### src/rtl/arbitro_comparador.sv
// Round-robin arbiter that time-shares one external comparator among
// numReq requesters. Each transaction runs ESPERA -> COMPARA -> RESPONDE:
// grant and latch operands, capture the comparator result, then deliver it
// to the owning requester with a one-cycle respValid pulse.
module arbitro_comparador #(
    parameter int unsigned bitsEntry = 4,
    parameter int unsigned numReq    = 4,
    parameter int unsigned bitsOut   = 3
) (
    input  logic                          clk,
    input  logic                          rst_n,
    input  logic [numReq-1:0]             reqValid,
    input  logic [numReq*bitsEntry-1:0]   reqA,
    input  logic [numReq*bitsEntry-1:0]   reqB,
    output logic [numReq-1:0]             reqReady,
    output logic [bitsEntry-1:0]          compA,
    output logic [bitsEntry-1:0]          compB,
    input  logic [bitsOut-1:0]            compSalida,
    output logic [numReq-1:0]             respValid,
    output logic [bitsOut-1:0]            respSalida,
    output logic                          errorOneHot,
    output logic [7:0]                    cuenta
);

    localparam int unsigned idxW = (numReq > 1) ? $clog2(numReq) : 1;

    typedef enum logic [1:0] {
        ESPERA,
        COMPARA,
        RESPONDE
    } estadoT;

    estadoT               estado;
    logic [idxW-1:0]      ptr;
    logic [idxW-1:0]      idxReg;
    logic                 grantFound;
    logic [idxW-1:0]      grantIdx;
    int unsigned          scanPos;
    logic [idxW-1:0]      scanIdx;

    // Round-robin search: first valid requester at or after ptr, wrapping.
    always_comb begin
        grantFound = 1'b0;
        grantIdx   = '0;
        scanPos    = 0;
        scanIdx    = '0;
        for (int unsigned k = 0; k < numReq; k++) begin
            scanPos = 32'(ptr) + k;
            if (scanPos >= numReq) begin
                scanPos = scanPos - numReq;
            end
            scanIdx = idxW'(scanPos);
            if (!grantFound && reqValid[scanIdx]) begin
                grantFound = 1'b1;
                grantIdx   = scanIdx;
            end
        end
    end

    // Accept pulse is decoded from the grant in ESPERA so it lands in the
    // same cycle the request is sampled; masked while reset is held.
    always_comb begin
        reqReady = '0;
        if (rst_n && (estado == ESPERA) && grantFound) begin
            reqReady[grantIdx] = 1'b1;
        end
    end

    // Transaction FSM with operand latches, result capture and statistics.
    always_ff @(posedge clk or negedge rst_n) begin
        if (!rst_n) begin
            estado      <= ESPERA;
            ptr         <= '0;
            idxReg      <= '0;
            compA       <= '0;
            compB       <= '0;
            respValid   <= '0;
            respSalida  <= '0;
            errorOneHot <= 1'b0;
            cuenta      <= '0;
        end else begin
            case (estado)
                ESPERA: begin
                    respValid <= '0;
                    if (grantFound) begin
                        compA  <= reqA[grantIdx*bitsEntry +: bitsEntry];
                        compB  <= reqB[grantIdx*bitsEntry +: bitsEntry];
                        idxReg <= grantIdx;
                        estado <= COMPARA;
                    end
                end
                COMPARA: begin
                    respSalida <= compSalida;
                    if (!$onehot(compSalida)) begin
                        errorOneHot <= 1'b1;
                    end
                    respValid         <= '0;
                    respValid[idxReg] <= 1'b1;
                    estado            <= RESPONDE;
                end
                RESPONDE: begin
                    respValid <= '0;
                    if (cuenta != 8'hFF) begin
                        cuenta <= cuenta + 8'd1;
                    end
                    if (32'(idxReg) == numReq - 1) begin
                        ptr <= '0;
                    end else begin
                        ptr <= idxReg + 1'b1;
                    end
                    estado <= ESPERA;
                end
                default: begin
                    respValid <= '0;
                    estado    <= ESPERA;
                end
            endcase
        end
    end

endmodule

### config.mk
export PLATFORM = sky130hd
export DESIGN_NAME = arbitro_comparador
export DESIGN_NICKNAME = d
export VERILOG_FILES = /design/src/rtl/arbitro_comparador.sv
export SDC_FILE = /design/constraint.sdc
export NUM_CORES = 1
export LEC_CHECK = 0
export CAP_MARGIN = 25
export CORE_MARGIN = 10
export CORE_UTILIZATION = 42
export CTS_BUF_LIST = sky130_fd_sc_hd__clkbuf_16
export CTS_CLUSTER_DIAMETER = 60
export DETAILED_ROUTE_END_ITERATION = 6
export PLACE_DENSITY = 0.8
export SLEW_MARGIN = 5
export SYNTH_ARGS = -nofsm -noshare
export SYNTH_HDL_FRONTEND = slang
export SYNTH_SLANG_ARGS = --single-unit
### constraint.sdc
create_clock -name clk -period 1.9 [get_ports clk]
set_clock_uncertainty 0.15 [all_clocks]
set_input_delay 0.19 -clock clk [delete_from_list [all_inputs] [get_ports clk]]
set_output_delay 0.19 -clock clk [all_outputs]
set_load 0.02 [all_outputs]
# Yosys cells after proc, flatten, opt, wreduce, memory -nomap -nowiden
# Cells that the tools add are included.
# op_classes
add_sub_neg	11
magnitude_cmp	12
reduce_logical	14
mux	29
bitwise_logic	1
shift	2
n_eq_ne	6
# op_table
cell	n
$shiftx 16x5->4	2
$mux 2	10
$lt 2x3->1 const B	6
$mux 1	10
$ge 3x3->1 const B	3
$add 8x1->8 const B	1
$bmux 1 s2	4
$mux 4	2
$ne 8x8->1 const B	1
$sub 2x1->2 const B	4
$logic_and 1x1->1	7
$add 2x2->3 const B	2
$reduce_and 2->1	3
$demux 1 s2	2
$eq 2x1->1 const B	2
$eq 2x2->1 const B	2
$ge 2x1->1 const B	2
$pmux 2 s2	1
$add 2x1->3 const B	1
$ge 2x3->1 const B	1
$logic_not 1->1	3
$add 1x1->2	1
$add 2x1->2	1
$add 2x1->2 const B	1
3 further kinds	3
# totals
wordCells	84
ff_bits	30
inputBits	41
output_inout_bits	28

# Longest topological paths before layout
# Gate-level depths: netlist of run 1.
# logic_depth
ltp_word	19
mapped_depth	7
mapped_depth_nobuf	6

# Worst setup path after synthesis of run 1
# No wires, ideal clock.
# synth_timing
kind	register -> output
from	reg estado[0]
to	out reqReady[0]
t_arrival_ps	1602
required_ps	1560
n_path_buf	2
path_stages_with_launch	7
path_slack_ps	-42
path_cell_list	dfrtp_1 > or3_1 > buf_2 > inv_2 > buf_4 > nand2_1 > nor3_1
# synth_via
elab_chain_len	4
# synth_rtl
element	line	rtl
start: declaration	33	estadoT estado;
start signal: assignment	72	estado <= ESPERA;
start signal: assignment	89	estado <= COMPARA;
start signal: assignment	99	estado <= RESPONDE;
$logic_not 2->1	64	if (rst_n && (estado == ESPERA) && grantFound) begin
$logic_and 1x1->1 (2 in a row)	64	
$mux 4	64	
end: declaration	15	output logic [numReq-1:0] reqReady,
# Every way passes these cells.

# Worst setup path in the final report of run 1
# layout_timing
from	reg ptr[1]
to	out reqReady[3]
# layout_via
elab_chain_len	19
word_cells_on_any_way	44
cone_classes	7 x add/sub; 6 x order compare; 23 x mux; 8 x reduce/logical
# layout_rtl
element	line	rtl
start: declaration	34	logic [idxW-1:0] ptr;
start signal: assignment	109	ptr <= idxReg + 1'b1;
branches (longest 18 deep; another with $add 2x1->3)	--	
$mux 4 *	64	
# Mark *: on every way between the ends. The select of a mux whose other input is x is not followed.

==> flow_summary.ini, run 1 <==
[die]
rows = 22
die_height_um = 81.4
io_pins = 69
core_area_um2 = 3660
start_util = 0.432
dieArea_um2 = 6620
die_w_um = 81.4

[global_routing]
grt_max_degree = 31
antenna_found_initial = 0
grt_first_pass_wirelength_um = 7780
grt_pass1_vias = 1641
track_usage = 0.151
grt-ovfl-total = 0

[synthesis]
yosys.area_share.adder = 0.0522
synth_edf_count = 0
synthFlopType = dfrtp_1
netlist.area_leader.share = 0.475
synth-simple-area-share = 0.155
synth_top_family_by_area = compound AO/OA/AOI/OAI gates
synth-async-reset-ratio = 1.00
yosysUniqueCellTypes = 38
yosys_warnings = 0
synth_xor_area_frac = 0.0388
synth_area_leaders = dfrtp_1 47%, a211oi_1 7.6%, mux2i_1 5.1%
synthMuxAreaShare = 0.0862
ys_seq_area_frac = 0.475
synth_fp_nets = 191
syn_inst = 144
synth_area_leader_cell = dfrtp_1
synth-compound-area-share = 0.155
ys_ff_latch = 30
avgSynthCellArea_um2 = 11.0
syn_area_um2 = 1580

[min_path]
worstHoldStart = errorOneHot
hold_depth = 1
hold_path_class = reg2reg
hold_path_end = errorOneHot

[timing]
timing.final.ws_setup_ns = -0.0736
hold_violations = 0
tightest_slew_ns = 0.553
period_minus_slack_ns = 1.97
fmax_ghz = 0.507
period_share = 1.04
drv_slew = 0
rsz0062_at_grt = yes
setup_violations = 5
relSlewSlack = 0.631
holdWs_ns = 0.314

[worst_setup_path]
crit_fanout = 5
r2r_setup_slack_ns = 0
critical_path.endpoint_type = primary output
r2r_cells = 6
start_kind = flip-flop
path_class = reg2out
r2r-start = ptr[1]
cp_data_arrival_time_ns = 1.63
required_ns = 1.56
r2r-end = compA[1]

[pwr]
p_leak_nw = 1.19
power.share.sequential = 0.265
p_sw_frac = 0.380
p_comb_frac = 0.526
p_clk_frac = 0.208
power_w = 0.00420
vdd_drop_max_uv = 951
powerDensity_nw_per_um2 = 1540
p_sw_w = 0.00159
internal_power_w = 0.00260

[routing]
route.vias.total = 1479
wirelength_um = 4990
drt-initial-drc-count = 67
drc = 0
via_per_inst = 5.21
detail-route-antenna-nets = 0
drt_first_pass_iters = 4
wl_per_cell_um = 17.6

[clock_network]
clockRootBuffer = clkbuf_16
cts_buffers = 5
cts.path.max_buffers = 2
cts.sinks = 30
htree_levels = 2
cts_tree = built
worstSkewPairLatency_ns = 0.27
cts_hold_buffers = 0
path_clk_slew_ns = 0.05

[cells_and_area]
layout-drive-gt1-share = 0.297
final_common_cell = clkdlybuf4s50_1
num-nets-final = 282
antennaDiodeCount = 0
area_delta_synth_final_pct = 72.8
final_cell_mix = 60 x clkdlybuf4s50_1, 28 x dfrtp_1, 22 x buf_4

[placed_design]
io_buffers = 68
gp_congestion = 0.821
post-dp-hpwl_um = 3640

[run_status]
failed_checks = negative setup slack
status = finished, violations left

[run]
maxCapViolCount = 0
## stage by stage
step	area (um2)	TNS, ns	setup slack [ns]	std cells	util
floorplan	1580	-0.166	-0.0416	144	-
global placement	2400	-4.40	-0.555	271	0.656
detailed placement	2400	-5.45	-0.610	271	0.656
CTS	2650	-0.0632	-0.0403	282	0.724
global route	2730	-0.833	-0.148	284	0.746
finish	2730	-0.249	-0.0736	284	0.746
## cells in the mapped netlist, drive strengths merged, types with 2 or more instances
library cell  number
o21ai              2
nor3               4
xnor2              4
dfrtp             30
a21boi             5
inv                5
nand3              5
and3               6
nand2              6
mux2               5
nor2b              2
a21o               2
xor2               3
nor2              13
and2               5
buf                4
mux2i              8
nand2b             3
ha                 5
a211oi            16
## final cells by class
type                            count  area [um2]
Inverter                            5        18.8
Clock inverter                      3        40.0
Fill cell                         239         928
Multi-Input combinational cell    105         912
Clock buffer                        5         125
Timing Repair Buffer               88         823
Sequential cell                    30         753
Tap cell                           48        60.1
## routing by layer
layer  track usage  share of wire  vias up
met5             0              0        -
met3        0.0773          0.090        5
met2         0.251           0.50       55
li1              -              -      700
met4        0.0536          0.010        0
met1         0.160           0.40      719
## power groups by stage
stage	combinational, W	sequential, W	clock [W]
3_3_place_gp	0.00187	0.00109	0
6_report	0.00221	0.00111	0.000875
5_1_grt	0.00237	0.00115	0.000924
4_1_cts	0.00207	0.00110	0.000880
2_1_floorplan	0.000848	0.00132	0
3_5_place_dp	0.00194	0.00110	0
## worst max-delay path: stages (launching register included)
cell and delay [ns]:
dfrtp_2 0.41, nand2_2 0.08, a311oi_4 0.39, buf_4 0.17, or2_4 0.12, nor3_2 0.04
buf_4 0.15
## what timing repair did
action,4_1_cts,5_1_grt
setup buffers,3,2
pin swaps,4,9
gates cloned,0,1
gates resized for setup,43,18
setup endpoints to repair,12,14
## registers in the layout, indices dropped and copies added, names as in the netlist
name         count
respSalida       3
compB            4
errorOneHot      1
estado           2
cuenta           8
respValid        4
compA            4
idxReg           2
ptr              2
## how the worst max path moves through the flow
stage                     slack (ns)           to  depth (start not counted)   startpoint
after floorplan                -0.04  reqReady[0]                          6    estado[0]
after CTS                      -0.04  reqReady[2]                          5       ptr[0]
after global placement         -0.56  reqReady[0]                          6  reqValid[0]
after global routing           -0.15  reqReady[1]                          5       ptr[1]
after detailed placement       -0.61  reqReady[1]                          6  reqValid[0]
final                          -0.07  reqReady[3]                          6       ptr[1]
## kinds of logic (layout without fill, tap and decap cells)
group | Yosys count | after routing
AO/OA/AOI/OAI | 31 | 31
XOR/XNOR | 7 | 7
adder cells (fa/ha/maj) | 6 | 6
buffers and inverters | 10 | 101
flip-flops | 30 | 30
multiplexers | 13 | 13
AND/OR/NAND/NOR | 47 | 48
No activity file was read; power rests on OpenSTA's default activity.
==> inputs of run 2 (changes only) <==
--- a/config.mk
+++ b/config.mk
@@ -7,11 +7,11 @@
 export LEC_CHECK = 0
 export CAP_MARGIN = 25
 export CORE_MARGIN = 10
-export CORE_UTILIZATION = 42
-export CTS_BUF_LIST = sky130_fd_sc_hd__clkbuf_16
+export CORE_UTILIZATION = 43
+export CTS_BUF_LIST = sky130_fd_sc_hd__clkbuf_2
 export CTS_CLUSTER_DIAMETER = 60
 export DETAILED_ROUTE_END_ITERATION = 6
-export PLACE_DENSITY = 0.8
+export PLACE_DENSITY = 0.82
 export SLEW_MARGIN = 5
 export SYNTH_ARGS = -nofsm -noshare
 export SYNTH_HDL_FRONTEND = slang
==> run 2 against run 1 <==
The run still ends with negative setup slack left. Largest power group unchanged. Die area shrank 1.8%. Maximum frequency shrank 5.8%. Critical path depth shrank 1. Via count grew 5.0%. Clock power shrank 69%.
==> flow_summary.ini, run 2 (synthesized netlist as in run 1, its figures left out) <==
[routing]
drt_first_pass_iters = 5
drc = 0
route.vias.total = 1553
wl_per_cell_um = 19.8
via_per_inst = 5.51
detail-route-antenna-nets = 0
wirelength_um = 5580
drt-initial-drc-count = 114

[cells_and_area]
regMostFlops = cuenta
final_common_cell = clkdlybuf4s50_1
final_cell_area_um2 = 2630
final_cell_mix = 62 x clkdlybuf4s50_1, 29 x dfrtp_1, 22 x buf_4
layout-drive-gt1-share = 0.280
antennaDiodeCount = 0
area_delta_synth_final_pct = 66.3
largest_reg_flops = 8
num-nets-final = 284

[die]
rows = 21
core_area_um2 = 3440
die_w_um = 80.6
dieArea_um2 = 6500
die_height_um = 80.6
io_pins = 69
start_util = 0.459

[run]
maxCapViolCount = 0

[pwr]
internal_power_w = 0.00210
p_clk_frac = 0.074
power.share.sequential = 0.303
p_sw_frac = 0.431
p_sw_w = 0.00159
powerDensity_nw_per_um2 = 1400
p_comb_frac = 0.623
p_leak_nw = 1.15
vdd_drop_max_uv = 812

[global_routing]
track_usage = 0.157
antenna_found_initial = 0
grt_max_degree = 31
grt-ovfl-total = 0
grt_first_pass_wirelength_um = 8010
grt_pass1_vias = 1609

[timing]
period_share = 1.10
fmax_ghz = 0.477
drv_slew = 0
hold_violations = 0
timing.final.ws_setup_ns = -0.195
relSlewSlack = 0.580
holdWs_ns = 0.173
setup_violations = 5
tightest_slew_ns = 0.629
period_minus_slack_ns = 2.09
rsz0062_at_grt = yes

[placed_design]
post-dp-hpwl_um = 3980
gp_congestion = 0.805
post_dp_cell_area_um2 = 2420
io_buffers = 68

[worst_setup_path]
required_ns = 1.56
start_kind = flip-flop
path_class = reg2out
crit_fanout = 6
critical_path.endpoint_type = primary output
r2r-start = estado[0]
r2r-end = compA[2]
r2r_cells = 6
r2r_setup_slack_ns = -0.03
cp_data_arrival_time_ns = 1.75

[run_status]
failed_checks = negative setup slack
status = finished, violations left

[min_path]
hold_path_class = in2async

[clock_network]
cts.path.max_buffers = 2
cts_buffers = 5
cts.sinks = 30
cts_hold_buffers = 0
path_clk_slew_ns = 0.16
worstSkewPairLatency_ns = 0.34
htree_levels = 2
cts_tree = built
clockRootBuffer = clkbuf_2
## run 2: cell types whose count changed in the layout (fill, tap and decap cells not counted), sizes merged
cell / previous run / this run
buf: 24 / 27
dlygate4sd2: 4 / 1
clkdlybuf4s50: 60 / 62
bufinv: 1 / 0
clkinv: 2 / 1
dlymetal6s2s: 0 / 1
nor2: 14 / 13
## run 2: final cells by class
| class | count | area (um2) |
|---|---|---|
| Inverter | 5 | 18.8 |
| Fill cell | 239 | 812 |
| Tap cell | 46 | 57.6 |
| Multi-Input combinational cell | 104 | 910 |
| Clock buffer | 5 | 25.0 |
| Timing Repair Buffer | 91 | 863 |
| Clock inverter | 1 | 3.75 |
| Sequential cell | 30 | 752 |
## run 2: timing repair
| action | in CTS | in global routing |
|---|---|---|
| setup buffers | 5 | 1 |
| gates resized for setup | 45 | 16 |
| pin swaps | 10 | 8 |
| endpoints found under the setup margin | 13 | 15 |
| hold endpoints to repair | 0 | 0 |
## run 2: how the worst max path moves through the flow
stage,start,to
detailed placement,reqValid[0],reqReady[0]
global placement,reqValid[0],reqReady[1]
CTS,ptr[0],reqReady[2]
finish,ptr[1],reqReady[2]
floorplan,estado[0],reqReady[0]
global route,ptr[0],reqReady[2]
## run 2: metrics by stage
stage	std cells	utilization	setup WS, ns	total power [W]	TNS, ns
3_5_place_dp	272	0.703	-0.610	0.00309	-5.12
3_3_place_gp	272	0.703	-0.567	0.00299	-4.59
6_report	282	0.764	-0.195	0.00369	-0.684
2_1_floorplan	144	-	-0.0416	0.00217	-0.166
5_1_grt	282	0.764	-0.295	0.00389	-1.18
4_1_cts	283	0.747	-0.163	0.00356	-0.518
## run 2: power by group through the flow
stage / combinational (W) / sequential, W / clock (W)
floorplan: 0.000848 / 0.00132 / 0
global placement: 0.00190 / 0.00109 / 0
detailed placement: 0.00198 / 0.00111 / 0
CTS: 0.00217 / 0.00110 / 0.000284
global route: 0.00243 / 0.00114 / 0.000314
finish: 0.00230 / 0.00112 / 0.000272
## run 2: worst max-delay path, stage by stage (launching register included)
cell and delay [ns]:
dfrtp_2 0.49, nand2_2 0.10, a311oi_4 0.12, or2_4 0.32
nor3_4 0.23, buf_6 0.15
## run 2: metal layers
layer | vias to the layer above | wire length, um | global-route usage
met2 | 83 | 3240 | 0.293
met3 | 14 | 394 | 0.0445
met5 | - | 0 | 0
li1 | 704 | - | -
met1 | 752 | 1810 | 0.160
met4 | 0 | 133 | 0.0581
==> inputs of run 3 (changes only) <==
--- a/config.mk
+++ b/config.mk
@@ -7,11 +7,12 @@
 export LEC_CHECK = 0
 export CAP_MARGIN = 25
 export CORE_MARGIN = 10
-export CORE_UTILIZATION = 43
+export CORE_UTILIZATION = 62
 export CTS_BUF_LIST = sky130_fd_sc_hd__clkbuf_2
 export CTS_CLUSTER_DIAMETER = 60
 export DETAILED_ROUTE_END_ITERATION = 6
-export PLACE_DENSITY = 0.82
+export DONT_BUFFER_PORTS = 1
+export PLACE_DENSITY = 0.78
 export SLEW_MARGIN = 5
 export SYNTH_ARGS = -nofsm -noshare
 export SYNTH_HDL_FRONTEND = slang
==> run 3 against run 2 <==
The run still ends with negative setup slack left. Global-route usage up 7.2 points. Non-clock buffer count fell by 34. Count of clock-buffer cells in the layout unchanged. Worst setup slack got worse by 0.11 ns. Sequential share of layout area increased by 3.2 points. Cell count down 15%. Clock power grew 31%. Register-to-register slack worse by 0.14 ns. Critical path depth did not move. Critical endpoint is now reqReady[0].
==> flow_summary.ini, run 3 (synthesized netlist as in run 1, its figures left out) <==
[timing]
period_share = 1.16
relSlewSlack = 0.707
hold_violations = 0
drv_slew = 0
rsz0062_at_grt = yes
fmax_ghz = 0.453
period_minus_slack_ns = 2.21
tightest_slew_ns = 0.437
timing.final.ws_setup_ns = -0.309
fin_setup_tns_ns = -2.38
setup_violations = 16

[global_routing]
grt_pass1_vias = 1652
antenna_found_initial = 2
grt_first_pass_wirelength_um = 8980
grt_max_degree = 31
grt-ovfl-total = 0
track_usage = 0.229

[pwr]
power.share.sequential = 0.345
p_sw_frac = 0.530
vdd_drop_max_uv = 1610
powerDensity_nw_per_um2 = 1670
internal_power_w = 0.00186
p_comb_frac = 0.565
power_w = 0.00395
p_leak_nw = 1.03
p_sw_w = 0.00209
p_clk_frac = 0.090

[die]
start_util = 0.644
rows = 18
die_height_um = 70.5
dieArea_um2 = 4970
core_area_um2 = 2450
io_pins = 69
die_w_um = 70.5

[routing]
drt-initial-drc-count = 364
detail-route-antenna-nets = 0
wl_per_cell_um = 37.1
drt_first_pass_iters = 5
drc = 0
via_per_inst = 7.69
wirelength_um = 8870
route.vias.total = 1837

[worst_setup_path]
path_buf_inv = 1
max_stage_delay_ns = 0.54
critical_path.endpoint_type = primary output
path_class = reg2out
required_ns = 1.56
critPathSlowestCell = dfrtp_2
crit_fanout = 7
start_kind = flip-flop
crit_chain = nand2_2 > a311oi_4 > nor2_2 > nor3_2 > buf_4
cp_top_family = flip-flops
cp_data_arrival_time_ns = 1.87

[clock_network]
cts_buffers = 5
worstSkewPairLatency_ns = 0.41
clockRootBuffer = clkbuf_2
path_clk_slew_ns = 0.20
cts.path.max_buffers = 2
cts_tree = built
htree_levels = 2
cts.sinks = 30

[placed_design]
io_buffers = 0
post-dp-hpwl_um = 3000
post_dp_cell_area_um2 = 1690
gp_congestion = 0.801

[cells_and_area]
final_cell_area_um2 = 2370
area_delta_synth_final_pct = 49.6
final_cell_mix = 29 x dfrtp_1, 28 x dlygate4sd3_1, 26 x buf_4
final_common_cell = dfrtp_1
regMostFlops = cuenta
layout-drive-gt1-share = 0.377
num-nets-final = 250
fin_util = 0.964
largest_reg_flops = 8

[run]
maxCapViolCount = 0

[run_status]
status = finished, violations left
failed_checks = negative setup slack

[min_path]
hold_path_class = in2reg
## run 3: cell types whose count changed in the layout (fill, tap and decap cells not counted), moves of 2 or more
cell,change
clkdlybuf4s50_1,-62
buf_4,+4
a211oi_2,+3
nand2_8,+2
a211oi_1,-4
a21boi_0,-3
buf_6,-3
a21boi_1,+2
diode_2,+5
dlygate4sd3_1,+28
## run 3: per-stage QoR
step,hold slack (ns),setup slack (ns),instances
CTS,0.00611,-0.164,233
global route,0.0289,-0.324,238
floorplan,-0.256,-0.0416,144
detailed placement,-0.255,0.0560,184
finish,0.0222,-0.309,239
global placement,-0.255,0.124,184
## run 3: area by class of cell
| class | instances | area (um2) |
|---|---|---|
| repair buffers | 57 | 518 |
| clock inverters | 3 | 16.3 |
| inverters | 5 | 21.3 |
| diodes | 5 | 12.5 |
| well taps | 30 | 37.5 |
| flip-flops and latches | 30 | 752 |
| fillers | 52 | 88.8 |
| multi-input cells | 104 | 983 |
| clock buffers | 5 | 25.0 |
## run 3: timing repair
| item | CTS | global route |
|---|---|---|
| resized for setup | 22 | 28 |
| buffers inserted | 12 | 1 |
| hold buffers | 29 | 0 |
| pin swaps | 8 | 8 |
| setup endpoints to repair | 4 | 16 |
| gates cloned | 0 | 0 |
| hold endpoints to repair | 41 | 0 |
## run 3: layer usage
layer	vias to the layer above	global-route usage	part of all wire
met5	-	0	0
li1	634	-	-
met1	829	0.231	0.29
met3	100	0.0932	0.15
met2	274	0.383	0.43
met4	0	0.145	0.12
## run 3: worst register-to-register path, stage by stage, from the launching register on
cell      delay, ns
dfrtp_2        0.54
nand2_2        0.10
a311oi_4       0.36
buf_4          0.21
o21ai_4        0.13
a211oi_2       0.36
a211oi_1       0.10
## run 3: final timing paths
kind | start | endpoint | slack, ns | depth (start not counted)
setup reg to reg | ptr[1] | compA[1] | -0.17 | 6
setup / recovery | ptr[1] | reqReady[0] | -0.31 | 5
max in group asynchronous | rst_n | compA[1] | 1.36 | 2
hold / removal | reqA[6] | compA[2] | 0.02 | 3
hold reg to reg | idxReg[0] | ptr[0] | 0.51 | 1
min in group asynchronous | rst_n | respSalida[1] | 0.04 | 2
## run 3: power by group through the flow
| stage | combinational (W) | sequential [W] | clock (W) |
|---|---|---|---|
| 2_1_floorplan | 0.000848 | 0.00132 | 0 |
| 6_report | 0.00223 | 0.00136 | 0.000357 |
| 3_5_place_dp | 0.00122 | 0.00129 | 0 |
| 5_1_grt | 0.00226 | 0.00138 | 0.000367 |
| 4_1_cts | 0.00157 | 0.00128 | 0.000320 |
| 3_3_place_gp | 0.00117 | 0.00127 | 0 |
